File: config.mk
export PLATFORM = sky130hd
export DESIGN_NAME = i2s_rx
export DESIGN_NICKNAME = d
export VERILOG_FILES = /design/src/rtl/i2s_pkg.sv /design/src/rtl/i2s_rx_sync.sv /design/src/rtl/i2s_rx.sv
export SDC_FILE = /design/constraint.sdc
export NUM_CORES = 1
export LEC_CHECK = 0
export CAP_MARGIN = 0
export CORE_MARGIN = 5
export CORE_UTILIZATION = 35
export CTS_CLUSTER_SIZE = 16
export DETAILED_ROUTE_END_ITERATION = 7
export GPL_ROUTABILITY_DRIVEN = 0
export GPL_TIMING_DRIVEN = 0
export HOLD_SLACK_MARGIN = 0.1
export PLACE_DENSITY_LB_ADDON = 0.1
export SETUP_SLACK_MARGIN = 0.1
export SLEW_MARGIN = 20
export SYNTH_ARGS = -nofsm -noshare
export SYNTH_HDL_FRONTEND = slang
export SYNTH_SLANG_ARGS = --single-unit
File: constraint.sdc
create_clock -name clk -period 4.5 [get_ports clk]
set_input_delay 0.9 -clock clk [delete_from_list [all_inputs] [get_ports clk]]
set_output_delay 0.9 -clock clk [all_outputs]
set_load 0.01 [all_outputs]
File: src/rtl/i2s_pkg.sv
// Shared constants for the I2S receiver: default widths, slot counter sizing,
// lrck channel encoding and the frame-lock state type.
package i2s_pkg;

    localparam int unsigned DATA_W_DEF    = 32'd24;
    localparam int unsigned SLOT_BITS_DEF = 32'd32;
    localparam int unsigned CNT_W         = 32'd6;

    localparam logic [CNT_W-1:0] CNT_MAX = 6'd63;

    localparam logic LRCK_LEFT  = 1'b0;
    localparam logic LRCK_RIGHT = 1'b1;

    typedef enum logic [0:0] {
        ST_HUNT   = 1'b0,
        ST_LOCKED = 1'b1
    } rx_state_e;

endpackage

File: src/rtl/i2s_rx_sync.sv
// Two-flop synchronizer for one asynchronous I2S pin, with a rising-edge
// flag taken between the synchronized level and its registered copy.
module i2s_rx_sync (
    input  logic clk,
    input  logic rst,
    input  logic async_i,
    output logic level_o,
    output logic rise_o
);

    logic meta_q;
    logic sync_q;
    logic prev_q;

    // Synchronizer chain plus one extra stage for edge detection.
    always_ff @(posedge clk) begin
        if (rst) begin
            meta_q <= 1'b0;
            sync_q <= 1'b0;
            prev_q <= 1'b0;
        end else begin
            meta_q <= async_i;
            sync_q <= meta_q;
            prev_q <= sync_q;
        end
    end

    assign level_o = sync_q;
    assign rise_o  = sync_q & ~prev_q;

endmodule

File: src/rtl/i2s_rx.sv
// Philips I2S receiver oversampling bck/lrck/data in the clk domain.
// Define I2S_RX_FRAME_CHECK_EN to enable slot-length checking on frame_err.
module i2s_rx
    import i2s_pkg::*;
#(
    parameter int unsigned DATA_W    = DATA_W_DEF,
    parameter int unsigned SLOT_BITS = SLOT_BITS_DEF
) (
    input  logic              clk,
    input  logic              rst,
    input  logic              i2s_bck,
    input  logic              i2s_lrck,
    input  logic              i2s_data,
    output logic [DATA_W-1:0] left_data,
    output logic [DATA_W-1:0] right_data,
    output logic              sample_valid,
    output logic              frame_err
);

    // Bit indices never exceed 62, so a wider word accepts every bit.
    localparam logic [CNT_W-1:0] DW_C = (DATA_W > 32'd63) ? CNT_MAX : CNT_W'(DATA_W);

    logic bck_rise_s;
    logic lrck_s;
    logic data_s;
    logic bck_level_unused;
    logic lrck_rise_unused;
    logic data_rise_unused;

    i2s_rx_sync u_sync_bck (
        .clk     (clk),
        .rst     (rst),
        .async_i (i2s_bck),
        .level_o (bck_level_unused),
        .rise_o  (bck_rise_s)
    );

    i2s_rx_sync u_sync_lrck (
        .clk     (clk),
        .rst     (rst),
        .async_i (i2s_lrck),
        .level_o (lrck_s),
        .rise_o  (lrck_rise_unused)
    );

    i2s_rx_sync u_sync_data (
        .clk     (clk),
        .rst     (rst),
        .async_i (i2s_data),
        .level_o (data_s),
        .rise_o  (data_rise_unused)
    );

    rx_state_e         state_q,     state_d;
    logic              lrck_prev_q, lrck_prev_d;
    logic [CNT_W-1:0]  cnt_q,       cnt_d;
    logic [DATA_W-1:0] word_q,      word_d;
    logic [DATA_W-1:0] hold_q,      hold_d;
    logic [DATA_W-1:0] left_q,      left_d;
    logic [DATA_W-1:0] right_q,     right_d;
    logic              valid_q,     valid_d;

    logic              boundary_s;
    logic              wr_en_s;
    logic [CNT_W-1:0]  bit_idx_s;
    logic [DATA_W-1:0] word_wr_s;

    // cnt_q == 0 means no boundary seen since reset; nothing is written then.
    assign boundary_s = bck_rise_s & (lrck_s != lrck_prev_q);
    assign bit_idx_s  = cnt_q - 6'd1;
    assign wr_en_s    = bck_rise_s & (cnt_q != 6'd0) & (bit_idx_s < DW_C);

    // Current word with this event's bit dropped into its left-aligned slot.
    always_comb begin
        word_wr_s = word_q;
        for (int i = 0; i < int'(DATA_W); i++) begin
            word_wr_s[i] = (wr_en_s && (i == int'(DATA_W) - 1 - int'(bit_idx_s))) ? data_s : word_q[i];
        end
    end

    // Slot tracking, channel hand-off and frame-lock state machine.
    always_comb begin
        state_d     = state_q;
        lrck_prev_d = lrck_prev_q;
        cnt_d       = cnt_q;
        word_d      = word_q;
        hold_d      = hold_q;
        left_d      = left_q;
        right_d     = right_q;
        valid_d     = 1'b0;
        if (boundary_s) begin
            lrck_prev_d = lrck_s;
            cnt_d       = 6'd1;
            word_d      = {DATA_W{1'b0}};
            if (lrck_s == LRCK_RIGHT) begin
                hold_d = word_wr_s;
            end else begin
                case (state_q)
                    ST_HUNT: begin
                        state_d = ST_LOCKED;
                    end
                    ST_LOCKED: begin
                        left_d  = hold_q;
                        right_d = word_wr_s;
                        valid_d = 1'b1;
                    end
                    default: begin
                        state_d = ST_HUNT;
                    end
                endcase
            end
        end else if (bck_rise_s) begin
            word_d = word_wr_s;
            cnt_d  = ((cnt_q == 6'd0) || (cnt_q == CNT_MAX)) ? cnt_q : cnt_q + 6'd1;
        end else begin
            word_d = word_q;
        end
    end

    // State registers.
    always_ff @(posedge clk) begin
        if (rst) begin
            state_q     <= ST_HUNT;
            lrck_prev_q <= 1'b0;
            cnt_q       <= 6'd0;
            word_q      <= {DATA_W{1'b0}};
            hold_q      <= {DATA_W{1'b0}};
            left_q      <= {DATA_W{1'b0}};
            right_q     <= {DATA_W{1'b0}};
            valid_q     <= 1'b0;
        end else begin
            state_q     <= state_d;
            lrck_prev_q <= lrck_prev_d;
            cnt_q       <= cnt_d;
            word_q      <= word_d;
            hold_q      <= hold_d;
            left_q      <= left_d;
            right_q     <= right_d;
            valid_q     <= valid_d;
        end
    end

    assign left_data    = left_q;
    assign right_data   = right_q;
    assign sample_valid = valid_q;

`ifdef I2S_RX_FRAME_CHECK_EN
    localparam logic [CNT_W-1:0] SLOT_C = (SLOT_BITS > 32'd63) ? CNT_MAX : CNT_W'(SLOT_BITS);

    logic ferr_q, ferr_d;

    // The first slot after reset is partial by construction and is not judged.
    always_comb begin
        ferr_d = 1'b0;
        if (boundary_s && (cnt_q != 6'd0)) begin
            ferr_d = (cnt_q != SLOT_C);
        end else begin
            ferr_d = 1'b0;
        end
    end

    // Frame error pulse register.
    always_ff @(posedge clk) begin
        if (rst) begin
            ferr_q <= 1'b0;
        end else begin
            ferr_q <= ferr_d;
        end
    end

    assign frame_err = ferr_q;
`else
    localparam int unsigned SLOT_BITS_unused = SLOT_BITS;

    assign frame_err = 1'b0;
`endif

endmodule
==> results.py, run 1 <==
metrics = {
    "floorplan": {
        "die_x_um": 130.0,
        "io_pins": 55,
        "rows": 43,
        "core_um2": 13990,
        "start_util": 0.3601,
        "die-area_um2": 16890,
        "die_h_um": 130.0,
    },
    "timing": {
        "hold_viol": 0,
        "slew-limit-headroom": 0.3995,
        "fmax_ghz": 0.2542,
        "fin_crit_ps": 3933,
        "period_share": 0.8740,
        "fin_skew_ps": 9.142,
        "maxSlewViolCount": 0,
        "tns_ps": 0,
        "setup_viol": 0,
        "rsz0062_at_grt": "no",
        "worstMarginPinSlew_ps": 889.2,
    },
    "clocking": {
        "clock-sinks": 112,
        "htreeDepth": 3,
        "cts_tree": "built",
        "clk_path_buf_depth": 2,
        "worst_skew_pair.late_latency_ps": 360,
        "cts_resized": 0,
        "cts_hold_buf": 0,
        "cts_buffers": 9,
        "root_buffer": "clkbuf_16",
        "clk_pin_slew_worst_paths_ps": 70,
        "cts_setup_buffers": 0,
    },
    "hold_path": {
        "hold_path_class": "flop to flop",
    },
    "synth": {
        "synth_area_leaders": "dfxtp_1 45%, a311oi_1 5.7%, nand2_1 5.4%",
        "syn_inst": 569,
        "synthDistinctLibCells": 54,
        "yosysTopAreaCell": "dfxtp_1",
        "synth_edf_count": 0,
        "synth_most_common_cell": "dfxtp_1",
        "yosys_warnings": 0,
        "synth_fp_nets": 581,
        "syn_area_um2": 5037,
        "synth_top_cell_area_share": 0.4451,
        "synthArstFlopShare": 0,
        "ys_ff_latch": 112,
        "synth_flop_cell": "dfxtp_1",
        "yosysSeqAreaShare": 0.4451,
        "synth.top_cells.by_count": "112 x dfxtp_1, 72 x nand2_1, 65 x nor2_1, 38 x clkbuf_1, 34 x a21oi_1",
        "avgSynthCellArea_um2": 8.853,
    },
    "place": {
        "dp_hpwl_um": 10930,
        "io_buffers": 52,
    },
    "critical_path": {
        "crit_path_max_fanout": 10,
        "crit_arrival_ps": 4140,
        "worstSetupPathType": "flop to flop",
        "cp-end-kind": "flop",
        "start_kind": "flop",
        "cp_data_required_time_ps": 4710,
    },
    "layout": {
        "nFillCells": 1404,
        "drive_gt1_frac": 0.08477,
        "synthToLayoutAreaGrowth_pct": 20.69,
        "nets": 644,
        "fin_util": 0.4346,
        "num_antenna_cells": 0,
    },
    "drt": {
        "drc": 0,
        "antenna_left": 0,
        "viasPerCell": 5.461,
        "routed_wl_um": 14600,
        "wl_per_cell_um": 17.87,
        "first_pass_iters": 5,
        "initialDrtViolationCount": 351,
        "num_vias": 4462,
    },
    "global_route": {
        "grtUsageTotal": 0.1763,
        "grt_pass1_wl_um": 23030,
        "grt.overflow.total": 0,
        "antenna_found_initial": 0,
        "grt_pass1_vias": 4195,
        "grt_max_degree": 19,
    },
    "power": {
        "p_per_area_nw_per_um2": 306.6,
        "leakage_nw": 1.912,
        "peakVddDrop_uv": 183.3,
    },
    "run_status": {
        "status": "finished, final reports clean",
    },
    "flow_run": {
        "max_cap_violations": 0,
    },
}
## per-layer routing
layer / up-vias / track usage / share of wire
li1: 2208 / - / -
met1: 2096 / 0.2516 / 0.48
met2: 137 / 0.2639 / 0.44
met3: 21 / 0.02865 / 0.061
met4: 0 / 0.07518 / 0.022
met5: - / 0 / 0
## state kept, by name, indices dropped and copies added, names as in the netlist, 6 cells and up
name        cells
word_q         24
cnt_q           6
right_data     24
hold_q         24
left_data      24
## worst paths after layout
| kind | from | endpoint | depth (start not counted) | slack, ps |
|---|---|---|---|---|
| min reg2reg | u_sync_lrck.meta_q | u_sync_lrck.level_o | 1 | 440 |
| max | cnt_q[0] | hold_q[3] | 7 | 570 |
| max reg2reg | cnt_q[0] | hold_q[3] | 7 | 570 |
| min | u_sync_lrck.meta_q | u_sync_lrck.level_o | 1 | 440 |
## layout by cell type, fill, tap and decap left out, types with 8 or more instances in the layout
master	synthesis	final
clkdlybuf4s50_1	0	52
a311oi_1	33	33
nand4_1	10	10
nand2_1	72	72
mux2i_1	13	13
clkbuf_16	0	9
a31oi_1	8	8
nor2_1	65	65
dfxtp_1	112	112
nor4_1	10	10
a21oi_1	34	34
o21bai_1	9	9
nand3_1	20	20
a211oi_1	19	19
clkbuf_1	38	38
nor2b_1	8	8
## layout make-up
cell class | count | area (µm²) | share of cell area
multi-input combinational | 398 | 2539 | 0.4176
clock buffer | 11 | 252.7 | 0.04157
timing repair buffer | 52 | 520.5 | 0.08561
clock inverter | 5 | 36.28 | 0.005968
inverter | 7 | 26.28 | 0.004322
sequential | 112 | 2242 | 0.3688
tap | 180 | 225.2 | 0.03704
buffer | 52 | 237.7 | 0.03910
## where the power goes
part / total, mW / switching, mW / internal, mW
clock network: 0.800 / 0.389 / 0.411
logic: 0.0637 / 0.0449 / 0.0188
registers: 1.00 / 0.00413 / 0.996
## cells by family after synthesis
group | share of synthesized area
AO/OA/AOI/OAI | 0.2149
XOR/XNOR | 0.01739
adder cells (fa/ha/maj) | 0.01739
buffers and inverters | 0.05241
flip-flops | 0.4451
multiplexers | 0.03030
other | 0.0007444
AND/OR/NAND/NOR | 0.2218
## critical path, stage by stage (launching register included)
cell and delay, ps:
dfxtp_1 420, nor3_2 490, xor2_1 730, ha_1 270, clkbuf_1 450, nand2_1 340, o41ai_1 870, a311oi_1 190
## per-stage QoR
step | hold WS [ps] | std cells | setup slack, ps | total power, mW | area, µm²
floorplan | 413.8 | 569 | 1382 | 1.064 | 5037
global placement | 417.6 | 801 | 713.4 | 1.086 | 5783
detailed placement | 427.8 | 801 | 662.9 | 1.086 | 5783
CTS | 445.1 | 817 | 632.7 | 1.879 | 6072
global route | 460.2 | 817 | 406.4 | 1.922 | 6080
finish | 438.7 | 817 | 566.8 | 1.864 | 6080
No activity file was read; power rests on OpenSTA's default activity.
==> run 2, diff against run 1 <==
--- a/config.mk
+++ b/config.mk
@@ -5,15 +5,14 @@
 export SDC_FILE = /design/constraint.sdc
 export NUM_CORES = 1
 export LEC_CHECK = 0
-export CAP_MARGIN = 0
 export CORE_MARGIN = 5
-export CORE_UTILIZATION = 35
+export CORE_UTILIZATION = 56
 export CTS_CLUSTER_SIZE = 16
 export DETAILED_ROUTE_END_ITERATION = 7
 export GPL_ROUTABILITY_DRIVEN = 0
 export GPL_TIMING_DRIVEN = 0
 export HOLD_SLACK_MARGIN = 0.1
-export PLACE_DENSITY_LB_ADDON = 0.1
+export PLACE_DENSITY = 0.79
 export SETUP_SLACK_MARGIN = 0.1
 export SLEW_MARGIN = 20
 export SYNTH_ARGS = -nofsm -noshare
==> results.py, run 2 (synthesized netlist as in run 1, its figures left out) <==
metrics = {
    "layout": {
        "drive_gt1_frac": 0.08320,
        "nets": 644,
        "synthToLayoutAreaGrowth_pct": 17.19,
        "fin_cells": 745,
        "final_common_cell": "dfxtp_1",
        "final_cell_mix": "112 x dfxtp_1, 72 x nand2_1, 65 x nor2_1",
        "num_antenna_cells": 0,
    },
    "drt": {
        "antenna_left": 0,
        "drc": 0,
        "num_vias": 4598,
        "first_pass_iters": 5,
        "initialDrtViolationCount": 545,
        "routed_wl_um": 13460,
        "wl_per_cell_um": 18.06,
        "viasPerCell": 6.172,
    },
    "global_route": {
        "antenna_found_initial": 0,
        "grt_max_degree": 22,
        "grt.overflow.total": 0,
        "grt_pass1_wl_um": 22010,
        "grtUsageTotal": 0.2416,
        "grt_pass1_vias": 4346,
    },
    "critical_path": {
        "crit_arrival_ps": 4170,
        "cp_top_family": "compound AO/OA/AOI/OAI gates",
        "crit_path_max_fanout": 10,
        "crit_buf_inv": 3,
        "start_kind": "flop",
        "crit_chain": "inv_1 -> ha_1 -> clkbuf_1 -> nand2_1 -> xnor2_1 -> ha_1 -> nor4b_1 -> o21ai_1 -> and2_1 -> buf_6 -> o41ai_1 -> a311oi_1",
        "cpPeakStageDelay_ps": 800,
        "worst_path_most_repeated_cell": "ha_1",
        "worstSetupPathType": "flop to flop",
        "critPathSlowestCell": "o41ai_1",
        "cp_data_required_time_ps": 4730,
        "cp-end-kind": "flop",
    },
    "power": {
        "peakVddDrop_uv": 161.8,
        "p_per_area_nw_per_um2": 285.5,
        "leakage_nw": 1.863,
    },
    "clocking": {
        "clk_path_buf_depth": 2,
        "clk_pin_slew_worst_paths_ps": 110,
        "cts_buffers": 9,
        "cts_resized": 0,
        "worst_skew_pair.late_latency_ps": 390,
        "cts_setup_buffers": 0,
        "clock-sinks": 112,
        "cts_tree": "built",
        "cts_hold_buf": 0,
        "htreeDepth": 3,
        "root_buffer": "clkbuf_8",
    },
    "timing": {
        "maxSlewViolCount": 0,
        "fmax_ghz": 0.2543,
        "period_share": 0.8738,
        "fin_crit_ps": 3932,
        "fin_skew_ps": 13.94,
        "slew-limit-headroom": 0.3213,
        "setup_ws_ps": 567.9,
        "setup_viol": 0,
        "hold_viol": 0,
        "tns_ps": 0,
        "rsz0062_at_grt": "no",
        "worstMarginPinSlew_ps": 1011,
    },
    "floorplan": {
        "die_h_um": 104.8,
        "core_um2": 8763,
        "start_util": 0.5748,
        "die_x_um": 104.8,
        "die-area_um2": 10990,
        "io_pins": 55,
        "rows": 34,
    },
    "place": {
        "dp_hpwl_um": 10030,
        "post-place-ws_ps": 750.7,
        "placed_cells": 729,
        "io_buffers": 52,
    },
    "run_status": {
        "status": "finished, final reports clean",
    },
    "flow_run": {
        "max_cap_violations": 0,
    },
    "hold_path": {
        "hold_path_class": "flop to flop",
    },
}
## run 2: final cells by class
| type | instances | area (µm²) |
|---|---|---|
| buffer | 52 | 237.7 |
| clock buffer | 10 | 137.6 |
| clock inverter | 6 | 72.57 |
| fill | 735 | 2860 |
| inverter | 7 | 26.28 |
| multi-input combinational | 398 | 2531 |
| sequential | 112 | 2242 |
| tap | 108 | 135.1 |
| timing repair buffer | 52 | 520.5 |
## run 2: path summary, 6_finish.rpt
path	start	slack, ps	cells after the start	endpoint
worst max register to register	cnt_q[0]	570	12	hold_q[2]
worst max-delay path	cnt_q[0]	570	12	hold_q[2]
worst min-delay path	u_sync_bck.meta_q	450	1	u_sync_bck.level_o
worst min register to register	u_sync_bck.meta_q	450	1	u_sync_bck.level_o
## run 2: per-stage QoR
stage	hold WS [ps]	utilization	instance area (µm²)	power, mW
2_1_floorplan	413.8	-	5037	1.064
3_3_place_gp	416.2	0.6496	5693	1.082
3_5_place_dp	429.3	0.6496	5693	1.083
4_1_cts	455.9	0.6736	5903	1.686
5_1_grt	460.1	0.6736	5903	1.743
6_report	451.7	0.6736	5903	1.685
## run 2: report_power, final
| group | switching (mW) | total (mW) | internal [mW] | leakage, nW |
|---|---|---|---|---|
| clock network | 0.385 | 0.623 | 0.238 | 0.107 |
| logic | 0.0432 | 0.0619 | 0.0187 | 0.853 |
| registers | 0.00415 | 1.00 | 0.996 | 0.903 |
## run 2: metal layers
| layer | wire length (µm) | track usage | vias to the layer above | share of wire |
|---|---|---|---|---|
| met1 | 5709 | 0.3211 | 2169 | 0.42 |
| met2 | 6233 | 0.3903 | 196 | 0.46 |
| met5 | 0 | 0 | - | 0 |
| li1 | - | - | 2197 | - |
| met4 | 338 | 0.07671 | 0 | 0.025 |
| met3 | 1176 | 0.05487 | 36 | 0.087 |
## run 2: worst register-to-register path, stage by stage (launching register included)
cell and delay, ps:
dfxtp_1 430, inv_1 220, ha_1 170, clkbuf_1 350, nand2_1 120, xnor2_1 150
ha_1 230, nor4b_1 340, o21ai_1 370, and2_1 270, buf_6 140, o41ai_1 800
a311oi_1 200
==> run 3, diff against run 2 <==
--- a/config.mk
+++ b/config.mk
@@ -7,7 +7,6 @@
 export LEC_CHECK = 0
 export CORE_MARGIN = 5
 export CORE_UTILIZATION = 56
-export CTS_CLUSTER_SIZE = 16
 export DETAILED_ROUTE_END_ITERATION = 7
 export GPL_ROUTABILITY_DRIVEN = 0
 export GPL_TIMING_DRIVEN = 0
==> results of run 3 <==
Final layout, timing and power as in run 2 (identical DEF).
